===== config.mk =====
export PLATFORM = sky130hd
export DESIGN_NAME = aq_cp0_rst_inv_ctrl
export DESIGN_NICKNAME = d
export VERILOG_FILES = /design/src/rtl/aq_cp0_rst_inv_ctrl.sv
export SDC_FILE = /design/constraint.sdc
export NUM_CORES = 1
export LEC_CHECK = 0
export CAP_MARGIN = 20
export CORE_UTILIZATION = 40
export CTS_CLUSTER_SIZE = 10
export DETAILED_ROUTE_END_ITERATION = 10
export PLACE_DENSITY_LB_ADDON = 0.2
export SYNTH_ARGS = -nofsm -noshare
export SYNTH_HDL_FRONTEND = slang
export SYNTH_SLANG_ARGS = --single-unit
export TNS_END_PERCENT = 1

===== constraint.sdc =====
create_clock -name vec_sm_clk -period 1.86 [get_ports vec_sm_clk]
set_clock_uncertainty 0.15 [all_clocks]
set_input_delay 0.372 -clock vec_sm_clk [delete_from_list [all_inputs] [get_ports vec_sm_clk]]
set_output_delay 0.372 -clock vec_sm_clk [all_outputs]
set_load 0.05 [all_outputs]

===== src/rtl/aq_cp0_rst_inv_ctrl.sv =====
// CP0 responder for the IFU reset-invalidation request: walks I-cache, D-cache and TLB
// invalidation handshakes, then sweeps every BHT entry, and reports done to the IFU.
module aq_cp0_rst_inv_ctrl #(
    parameter int unsigned BHT_IDX_W = 4
) (
    input  logic                 vec_sm_clk,
    input  logic                 cpurst_b,
    input  logic                 ifu_cp0_rst_inv_req,
    input  logic                 cp0_inv_skip_icache,
    input  logic                 cp0_inv_skip_dcache,
    input  logic                 cp0_inv_skip_tlb,
    input  logic                 icache_cp0_inv_ack,
    input  logic                 dcache_cp0_inv_ack,
    input  logic                 mmu_cp0_inv_ack,
    output logic                 cp0_icache_inv_req,
    output logic                 cp0_dcache_inv_req,
    output logic                 cp0_mmu_inv_req,
    output logic                 cp0_bht_inv_vld,
    output logic [BHT_IDX_W-1:0] cp0_bht_inv_idx,
    output logic                 cp0_ifu_rst_inv_done,
    output logic                 cp0_rst_inv_busy,
    output logic [2:0]           cp0_rst_inv_cur_st
);

    typedef enum logic [2:0] {
        StIdle   = 3'b000,
        StIcache = 3'b001,
        StDcache = 3'b010,
        StTlb    = 3'b011,
        StBht    = 3'b100,
        StDone   = 3'b101
    } state_e;

    localparam logic [BHT_IDX_W-1:0] CntOne = {{(BHT_IDX_W-1){1'b0}}, 1'b1};

    // State is held as raw bits so unused codes stay representable and recoverable.
    logic [2:0]           state_q, state_d;
    logic [2:0]           skip_q, skip_d;  // {tlb, dcache, icache}
    logic [BHT_IDX_W-1:0] cnt_q, cnt_d;

    // First non-skipped step strictly after cur; BHT is never skipped.
    function automatic logic [2:0] next_step(input logic [2:0] cur, input logic [2:0] skip);
        logic [2:0] nxt;
        nxt = StBht;
        if (cur == StIdle && !skip[0]) begin
            nxt = StIcache;
        end else if ((cur == StIdle || cur == StIcache) && !skip[1]) begin
            nxt = StDcache;
        end else if (cur != StTlb && !skip[2]) begin
            nxt = StTlb;
        end
        return nxt;
    endfunction

    always_ff @(posedge vec_sm_clk or negedge cpurst_b) begin
        if (!cpurst_b) begin
            state_q <= StIdle;
            skip_q  <= '0;
            cnt_q   <= '0;
        end else begin
            state_q <= state_d;
            skip_q  <= skip_d;
            cnt_q   <= cnt_d;
        end
    end

    always_comb begin
        state_d              = state_q;
        skip_d               = skip_q;
        cnt_d                = '0;
        cp0_icache_inv_req   = 1'b0;
        cp0_dcache_inv_req   = 1'b0;
        cp0_mmu_inv_req      = 1'b0;
        cp0_bht_inv_vld      = 1'b0;
        cp0_ifu_rst_inv_done = 1'b0;
        case (state_q)
            StIdle, StDone: begin
                cp0_ifu_rst_inv_done = (state_q == StDone);
                if (ifu_cp0_rst_inv_req) begin
                    skip_d  = {cp0_inv_skip_tlb, cp0_inv_skip_dcache, cp0_inv_skip_icache};
                    state_d = next_step(StIdle, skip_d);
                end
            end
            StIcache: begin
                cp0_icache_inv_req = 1'b1;
                if (icache_cp0_inv_ack) begin
                    state_d = next_step(StIcache, skip_q);
                end
            end
            StDcache: begin
                cp0_dcache_inv_req = 1'b1;
                if (dcache_cp0_inv_ack) begin
                    state_d = next_step(StDcache, skip_q);
                end
            end
            StTlb: begin
                cp0_mmu_inv_req = 1'b1;
                if (mmu_cp0_inv_ack) begin
                    state_d = next_step(StTlb, skip_q);
                end
            end
            StBht: begin
                cp0_bht_inv_vld = 1'b1;
                cnt_d           = cnt_q + CntOne;
                if (&cnt_q) begin
                    state_d = StDone;
                end
            end
            default: state_d = StIdle;
        endcase
    end

    assign cp0_bht_inv_idx    = cnt_q;
    assign cp0_rst_inv_busy   = (state_q != StIdle) && (state_q != StDone);
    assign cp0_rst_inv_cur_st = state_q;

endmodule


==> results of run 1 <==
-- sequential cells by signal, indices dropped and copies added, names as in the netlist --
name	flops
cp0_bht_inv_idx	4
skip_q	2
cp0_rst_inv_cur_st	3
-- metrics by stage --
step                      power, mW  instance area (µm²)  TNS (ns)
final                         2.058                997.2         0
after global routing          2.155                997.2  -0.02270
after CTS                     1.954                952.2  -0.02569
after detailed placement      1.780                918.4   -0.4278
after global placement        1.759                918.4   -0.3403
after floorplan               1.234                616.8   -0.7059
-- power by group --
group,leakage (nW),switching [mW],internal [mW]
Sequential,0.113,0.0994,0.271
Combinational,0.318,0.814,0.722
Clock,0.0150,0.0686,0.0827
Total,0.446,0.982,1.08
-- metal layers --
metal / share of wire / vias to the layer above / GRT usage / wire length [µm]
met3: 0.058 / 5 / 0.1000 / 88
met1: 0.40 / 293 / 0.2103 / 604
li1: - / 301 / - / -
met5: 0 / - / 0 / 0
met2: 0.52 / 18 / 0.3871 / 799
met4: 0.019 / 0 / 0.1000 / 29
-- worst max-delay path by stage --
stage	endpoint	slack [ns]	cells after the start
final	cp0_rst_inv_busy	0.03	4
after CTS	cp0_dcache_inv_req	-0.03	3
after global placement	cp0_rst_inv_cur_st[0]$_DFFE_PN0P_	-0.17	6
after detailed placement	cp0_rst_inv_cur_st[0]$_DFFE_PN0P_	-0.22	6
after floorplan	cp0_rst_inv_cur_st[2]$_DFFE_PN0P_	-0.19	6
after global routing	cp0_rst_inv_cur_st[0]$_DFFE_PN0P_	-0.01	6
-- cell usage after synthesis (all sizes together) (3+ instances only) --
library cell	n	area share
nand2	5	0.032
inv	5	0.032
buf	3	0.045
and3	3	0.032
dfrtp	9	0.38
nor2	8	0.051
a21oi	4	0.034
mux2	4	0.077
o21ai	4	0.034
-- area by class of cell --
class	instances	area [µm²]
timing repair buffer	29	351.6
sequential	9	229.0
fill	94	336.6
clock buffer	4	26.28
tap	15	18.77
multi-input combinational	49	349.1
inverter	5	22.52
-- worst max-delay path, delay by kind of cell, from the launching register on --
family	cells	cell delay, ns
XOR/XNOR	1	0.15
buffers and inverters	2	0.33
flip-flops	1	0.45
AND/OR/NAND/NOR	1	0.11
-- cell families (layout without fill, tap and decap cells) --
kind of cell | Yosys count | in the layout | share of synthesized area
mux | 5 | 5 | 0.09381
compound gates | 17 | 17 | 0.1876
buf+inv | 9 | 38 | 0.08314
fa+ha+maj | 1 | 1 | 0.02132
xor+xnor | 3 | 3 | 0.04478
simple gates | 23 | 23 | 0.1855
flops | 9 | 9 | 0.3838
-- what timing repair did --
item | in CTS | in global routing
setup endpoints to repair | 2 | 5
pin swaps | 0 | 0
setup buffers | 1 | 3
gates resized for setup | 0 | 5
endpoints found under the hold margin | 0 | 0
hold buffers | 0 | 0
==> results.py, run 1 <==
metrics = {
    "outcome": {
        "outcome": "complete, no violations",
    },
    "global_route": {
        "grt_usage": 0.2169,
        "grt_pass1_wl_um": 2152,
        "antenna_found_initial": 0,
        "grt_pass1_vias": 529,
        "grt_max_degree": 11,
        "overflow": 0,
    },
    "route": {
        "vias": 617,
        "ant_nets": 0,
        "wl_per_cell_um": 13.71,
        "viasPerCell": 5.559,
        "drc": 0,
        "drtPass1Iterations": 4,
        "drtIter0Drc": 13,
        "drt_wl_total_um": 1522,
    },
    "hold_path": {
        "hold_class": "in2async",
    },
    "timing": {
        "fmax_mhz": 546.8,
        "period_share": 0.9832,
        "hold_viol_final": 0,
        "setup_slack_ns": 0.03123,
        "holdWs_ns": 0.2418,
        "drv_slew": 0,
        "period_needed_ns": 1.829,
        "slew_headroom": 0.7337,
        "setup_viol": 0,
        "worstMarginPinSlew_ns": 0.3982,
    },
    "setup_path": {
        "path_class": "reg2out",
        "crit_arrival_ns": 1.31,
        "rr_endpoint": "cp0_rst_inv_cur_st[0]$_DFFE_PN0P_",
        "r2r_slack_ns": 0.08,
        "max_stage_delay_ns": 0.45,
        "required_ns": 1.34,
        "startpoint": "cp0_rst_inv_cur_st[2]$_DFFE_PN0P_",
        "reg2regPathDepth": 5,
        "cpMaxStageDelayCell": "dfrtp_2",
        "path_cells": "clkbuf_2, xnor2_2, nand2_1, buf_12",
        "worst_r2r_startpoint": "cp0_rst_inv_cur_st[0]$_DFFE_PN0P_",
        "cp-start-kind": "register",
        "critPathCaptureType": "output port",
        "path_max_fanout": 6,
    },
    "place": {
        "port_buffers": 21,
        "place.gp.congestion": 0.7868,
        "hpwl_um": 1141,
        "dp_cells": 103,
        "pre_cts_ws_ns": -0.2215,
    },
    "pwr": {
        "p_leak_nw": 0.4462,
        "ir_drop_mv": 1.285,
        "power.density_mw_per_mm2": 2064,
    },
    "floorplanning": {
        "die_w_um": 40.30,
        "io_pins": 22,
        "core_area_mm2": 0.001334,
        "rows": 13,
        "die_area_mm2": 0.001624,
        "initial_utilization": 0.4400,
        "die_h_um": 40.30,
    },
    "synthesis": {
        "synthArstFlopShare": 1.000,
        "syn_nets": 77,
        "synth_ff_type": "dfrtp_1",
        "synth_edf_count": 0,
        "synth_cells": 67,
        "syn_avg_cell_area_um2": 8.758,
        "ys_types": 28,
        "netlist_area_um2": 586.8,
        "synth-seq-cells": 9,
        "ys_seq_area_frac": 0.3838,
        "yosys_warnings": 0,
    },
    "clocking": {
        "cts.sinks": 9,
        "clock_path_buffers": 2,
        "cts.htree.levels": 1,
        "cts_tree": "built",
        "cts_buffers": 3,
        "clock_latency_ns": 0.27,
        "cts.root.buffer_cell": "clkbuf_4",
        "path_clk_slew_ns": 0.06,
    },
    "finish": {
        "antenna_cells": 0,
        "area_growth_pct": 69.94,
        "final_util": 0.7477,
        "finalNonFillerCells": 111,
        "drive_above_1_share": 0.3854,
        "nets": 107,
        "final_cell_mix": "buf_4 (10), buf_12 (9), clkdlybuf4s50_1 (8)",
        "final_common_cell": "buf_4",
    },
    "job": {
        "cap_viol_max_count": 0,
    },
}
No activity file was read; power rests on OpenSTA's default activity.
==> run 2: changes to the inputs <==
--- a/config.mk
+++ b/config.mk
@@ -5,7 +5,7 @@
 export SDC_FILE = /design/constraint.sdc
 export NUM_CORES = 1
 export LEC_CHECK = 0
-export CAP_MARGIN = 20
+export CAP_MARGIN = 5
 export CORE_UTILIZATION = 40
 export CTS_CLUSTER_SIZE = 10
 export DETAILED_ROUTE_END_ITERATION = 10
==> results of run 2 <==
Final layout, timing and power as in run 1 (identical DEF).
